===== config.mk =====
export PLATFORM = sky130hd
export DESIGN_NAME = tx_bit_stuffer_flat
export DESIGN_NICKNAME = d
export VERILOG_FILES = /design/src/rtl/tx_bit_stuffer_if.sv /design/src/rtl/tx_bit_stuffer.sv /design/src/flat_wrapper.sv
export SDC_FILE = /design/constraint.sdc
export NUM_CORES = 1
export LEC_CHECK = 0
export CAP_MARGIN = 20
export CORE_AREA = 4 4 41 43
export CTS_CLUSTER_DIAMETER = 80
export DETAILED_ROUTE_END_ITERATION = 8
export DIE_AREA = 0 0 45 47
export PLACE_DENSITY = 0.55
export SYNTH_ARGS = -nofsm -noshare
export SYNTH_HDL_FRONTEND = slang
export SYNTH_SLANG_ARGS = --single-unit

===== constraint.sdc =====
create_clock -name clk -period 3.1 [get_ports clk]
set_input_delay 0.31 -clock clk [delete_from_list [all_inputs] [get_ports clk]]
set_output_delay 0.31 -clock clk [all_outputs]
set_load 0.03 [all_outputs]

===== src/rtl/tx_bit_stuffer_if.sv =====
// Bit-level link between the TX shift register/controller and the bit stuffer.
// The stuffer uses the slave modport; the upstream controller uses master.
interface tx_bit_stuffer_if;
    logic shift_enable;
    logic stuff_en;
    logic raw_bit;
    logic tx_bit;
    logic bit_strobe;
    logic hold;

    modport master (
        output shift_enable, stuff_en, raw_bit,
        input  tx_bit, bit_strobe, hold
    );

    modport slave (
        input  shift_enable, stuff_en, raw_bit,
        output tx_bit, bit_strobe, hold
    );
endinterface


===== src/rtl/tx_bit_stuffer.sv =====
// USB transmit bit stuffer: inserts a 0 after every RUN_LENGTH consecutive 1s
// and raises hold so the shift register waits while the stuffed 0 is sent.
module tx_bit_stuffer #(
    parameter int unsigned RUN_LENGTH = 6
) (
    input logic              clk,
    input logic              rst,
    tx_bit_stuffer_if.slave  bus
);

    typedef enum logic [1:0] {
        IDLE,
        ACTIVE,
        STUFF
    } state_t;

    localparam logic [2:0] LAST = 3'(RUN_LENGTH - 1);

    state_t     state;
    logic [2:0] cnt;
    logic       tx_bit_q;
    logic       bit_strobe_q;
    logic       hold_q;

    // NOTE: sequential state uses non-blocking assignments only, so every
    // register samples the pre-edge values regardless of statement order.
    always_ff @(posedge clk) begin
        if (rst) begin
            state        <= IDLE;
            cnt          <= '0;
            tx_bit_q     <= 1'b1;
            bit_strobe_q <= 1'b0;
            hold_q       <= 1'b0;
        end else begin
            bit_strobe_q <= bus.shift_enable;
            if (bus.shift_enable) begin
                case (state)
                    STUFF: begin
                        // raw_bit is not consumed; the stuffed 0 opens a new run
                        tx_bit_q <= 1'b0;
                        cnt      <= '0;
                        hold_q   <= 1'b0;
                        state    <= bus.stuff_en ? ACTIVE : IDLE;
                    end
                    default: begin
                        tx_bit_q <= bus.raw_bit;
                        if (!bus.stuff_en) begin
                            cnt    <= '0;
                            hold_q <= 1'b0;
                            state  <= IDLE;
                        end else if (!bus.raw_bit) begin
                            cnt    <= '0;
                            hold_q <= 1'b0;
                            state  <= ACTIVE;
                        end else if (cnt == LAST) begin
                            cnt    <= '0;
                            hold_q <= 1'b1;
                            state  <= STUFF;
                        end else begin
                            cnt    <= cnt + 3'd1;
                            hold_q <= 1'b0;
                            state  <= ACTIVE;
                        end
                    end
                endcase
            end
        end
    end

    assign bus.tx_bit     = tx_bit_q;
    assign bus.bit_strobe = bit_strobe_q;
    assign bus.hold       = hold_q;

endmodule


===== src/flat_wrapper.sv =====
// flat-port wrapper written by rule: the top's interface ports become plain ports
module tx_bit_stuffer_flat 
#(
    parameter int unsigned RUN_LENGTH = 6
)
  (clk, rst, bus_shift_enable, bus_stuff_en, bus_raw_bit, bus_tx_bit, bus_bit_strobe, bus_hold);
  tx_bit_stuffer_if bus_i ();
  input logic clk;
  input logic rst;
  input wire logic [$bits(bus_i.shift_enable)-1:0] bus_shift_enable;
  input wire logic [$bits(bus_i.stuff_en)-1:0] bus_stuff_en;
  input wire logic [$bits(bus_i.raw_bit)-1:0] bus_raw_bit;
  output wire logic [$bits(bus_i.tx_bit)-1:0] bus_tx_bit;
  output wire logic [$bits(bus_i.bit_strobe)-1:0] bus_bit_strobe;
  output wire logic [$bits(bus_i.hold)-1:0] bus_hold;
  assign bus_i.shift_enable = bus_shift_enable;
  assign bus_i.stuff_en = bus_stuff_en;
  assign bus_i.raw_bit = bus_raw_bit;
  assign bus_tx_bit = bus_i.tx_bit;
  assign bus_bit_strobe = bus_i.bit_strobe;
  assign bus_hold = bus_i.hold;
  tx_bit_stuffer #(.RUN_LENGTH(RUN_LENGTH)) u_core (.clk(clk), .rst(rst), .bus(bus_i));
endmodule

==> results by group <==
Critical path
  • CP endpoint kind: output port
  • Worst Setup Path Type: register to output port
  • Flop2flop setup slack: 2.02 ns
  • CP bufs+invs: 1
  • Crit start category: register
  • Worst EP arrival: 1.36 ns
  • CP max-delay cell: clkdlybuf4s50_1
  • Crit-path cells: clkdlybuf4s50_1
  • CP peak stage delay: 0.70 ns
  • CP required: 2.79 ns
  • Top delay family on crit path: buffers and inverters
  • Crit Path Max Fanout: 3

Final layout
  • Area growth syn-to-layout: 27.7%
  • Post-Layout Cell Count: 59
  • Fin area: 462 sq um
  • # diodes: 0
  • Final net count: 50
  • Proportion of layout cells with a drive suffix above 1: 18.2%

Die
  • IO Pins: 8
  • Die W: 45 microns
  • Die ar.: 2120 sq um
  • Rows: 13
  • Initial core utilization: 27.8%
  • Die height: 47 microns
  • CORE AREA: 1300 sq um

CTS
  • Worst-Skew Late Latency: 0.26 ns
  • CTS Root Cell: clkbuf_4
  • Post-CTS Setup Inserts: 0
  • CTS H-tree depth: 1
  • TritonCTS clock tree: done
  • CTS clk-pin slew, worst paths: 0.05 ns
  • Hold_buf cts: 0
  • Resize count post-CTS: 0
  • Clock Tree Buf Depth: 2
  • CTS Sinks: 7
  • TritonCTS buffer count: 3

Logic synthesis
  • Synthesized flop and latch total: 7
  • Post-synth EDFFs: 0
  • Post-synth cell types: 22
  • Mean Syn Cell Area: 10.3 sq um
  • Share of Yosys cell area claimed by the top area cell type: 38.8%
  • Synthesized area: 362 sq um
  • Mapped Cells: 35
  • Synth async-reset ratio: 0%
  • Ranking of synthesized cells by area: dfxtp_1 39%, o41ai_2 9.0%, nor2b_1 5.2%, buf_4 4.2%, nor3b_1 4.2%
  • Synth Flop Type: dfxtp_1
  • Commonest cells post-synth: 7 x dfxtp_1, 3 x nand2_1, 3 x nor2b_1
  • Most frequent cell after synthesis: dfxtp_1
  • Yosys warnings: 0
  • Area leader, netlist: dfxtp_1
  • Sequential fraction of the synthesis area: 38.8%
  • Syn_nets: 40

Route
  • Routed wire per std cell: 14.2 microns
  • Final wirelength: 840 microns
  • DRC viols: 0
  • Total vias in the final route: 310
  • DRT antenna net count: 0
  • Vias/cell: 5.25
  • Initial DRC count: 3
  • Drt pass-1 iters: 2

Global routing
  • Congestion Overflow GR: 0
  • Antenna violations before repair: 0
  • Largest net degree at the start of global routing: 10
  • Tot GR Track Use: 10.3%
  • Vias in the first global route: 335
  • First-pass GRT wire length: 1.43 mm

Run
  • Max-cap violations: 0

Timing
  • RSZ-0062 raised after global routing: no
  • Fin crit share: 53.7%
  • Final slew viol count: 0
  • Worst slew pin tran: 0.382 ns
  • Fmax achieved: 0.600 GHz
  • Final hold violation count: 0
  • Min cycle time layout: 1.67 ns
  • Slew HR: 74.5%
  • Worst clock skew: 0.00494 ns
  • Total Negative Setup Slacks: 0 ns
  • Final setup vio count: 0

Hold path
  • Worst hold path class: register to register

Power and ir drop
  • Leakage power: 0.167 nW
  • P per Cell Area: 444 nW/um^2
  • VDD IR max: 0.206 mV

Placed design
  • Final Wtd Congestion: 0.703
  • Placed Cells incl. Taps: 55
  • Post-Place Cell Area: 435 sq um
  • IO buf count: 7
  • Dpl hpwl: 603 microns

Outcome
  • Status: finished, final reports clean
path summary, 6_finish.rpt:
check,start,endpoint,cells past startpoint
worst max-delay path,u_core.state[1]$_SDFFE_PP0P_,bus_hold,1
worst min-delay path,u_core.state[0]$_SDFFE_PP0P_,u_core.state[0]$_SDFFE_PP0P_,2
worst max register to register,u_core.state[1]$_SDFFE_PP0P_,u_core.state[1]$_SDFFE_PP0P_,3
worst min register to register,u_core.state[0]$_SDFFE_PP0P_,u_core.state[0]$_SDFFE_PP0P_,2
registers in the layout (all words and copies together), names as in the netlist:
signal and flops:
u_core.cnt 3, u_core.state 2, u_core.bus.bit_strobe 1, u_core.bus.tx_bit 1
metrics by stage:
step           worst slack [ns]  util, %  hold slack [ns]  total power [W]
2_1_floorplan              1.89        -            0.426         0.000111
3_3_place_gp               1.54     33.5            0.445         0.000121
3_5_place_dp               1.52     33.5            0.464         0.000122
4_1_cts                    1.41     35.5            0.480         0.000211
5_1_grt                    1.36     35.5            0.530         0.000220
6_report                   1.43     35.5            0.473         0.000205
cell families after synthesis:
logic type | Yosys count | share of synthesized area, %
AND/OR/NAND/NOR | 17 | 34.3
flip-flops | 7 | 38.8
buffers and inverters | 3 | 5.19
AO/OA/AOI/OAI | 8 | 21.8
layer usage:
layer	up-vias	wire, microns	global-route usage (%)
met4	0	0	5.26
met5	-	0	0
met3	0	68	7.28
met2	9	451	18.6
li1	153	-	-
met1	148	320	8.22
worst register-to-register path, cell delays in order (launching register included):
cell,delay [ns]
dfxtp_1,0.40
nand2b_4,0.10
and4bb_1,0.21
a32o_2,0.26
final cells by class:
class	instances	area, sq um
Fill cell	145	840
Multi-Input combinational cell	25	203
Sequential cell	7	140
Timing Repair Buffer	7	70.1
Clock buffer	4	26.3
Tap cell	15	18.8
Inverter	1	3.75
power breakdown:
group | leakage [nW] | internal, W | total (W) | switching [W]
Sequential | 0.0572 | 0.0000930 | 0.0000946 | 0.00000160
Combinational | 0.0951 | 0.0000121 | 0.0000250 | 0.0000129
Clock | 0.0150 | 0.0000493 | 0.0000853 | 0.0000360
placed cells by master (no fill, tap or decap):
cell | netlist | routed
dfxtp_1 | 7 | 7
nor2b_4 | 1 | 1
and4bb_1 | 1 | 1
nor4bb_1 | 1 | 1
clkbuf_4 | 0 | 3
inv_1 | 1 | 1
nor2b_1 | 3 | 3
o41ai_2 | 2 | 2
clkdlybuf4s50_1 | 0 | 7
a311o_1 | 1 | 1
o21ai_0 | 1 | 1
nand4_1 | 1 | 1
nor3b_1 | 2 | 2
nand2b_1 | 1 | 1
a21oi_1 | 1 | 1
nand3_1 | 1 | 1
a31oi_1 | 1 | 1
a32o_2 | 1 | 1
nand3b_1 | 1 | 1
nor2_1 | 1 | 1
clkbuf_1 | 0 | 1
nand2_1 | 3 | 3
a41oi_1 | 1 | 1
nand2b_4 | 1 | 1
Note: power is estimated with default switching activity, not from simulation.
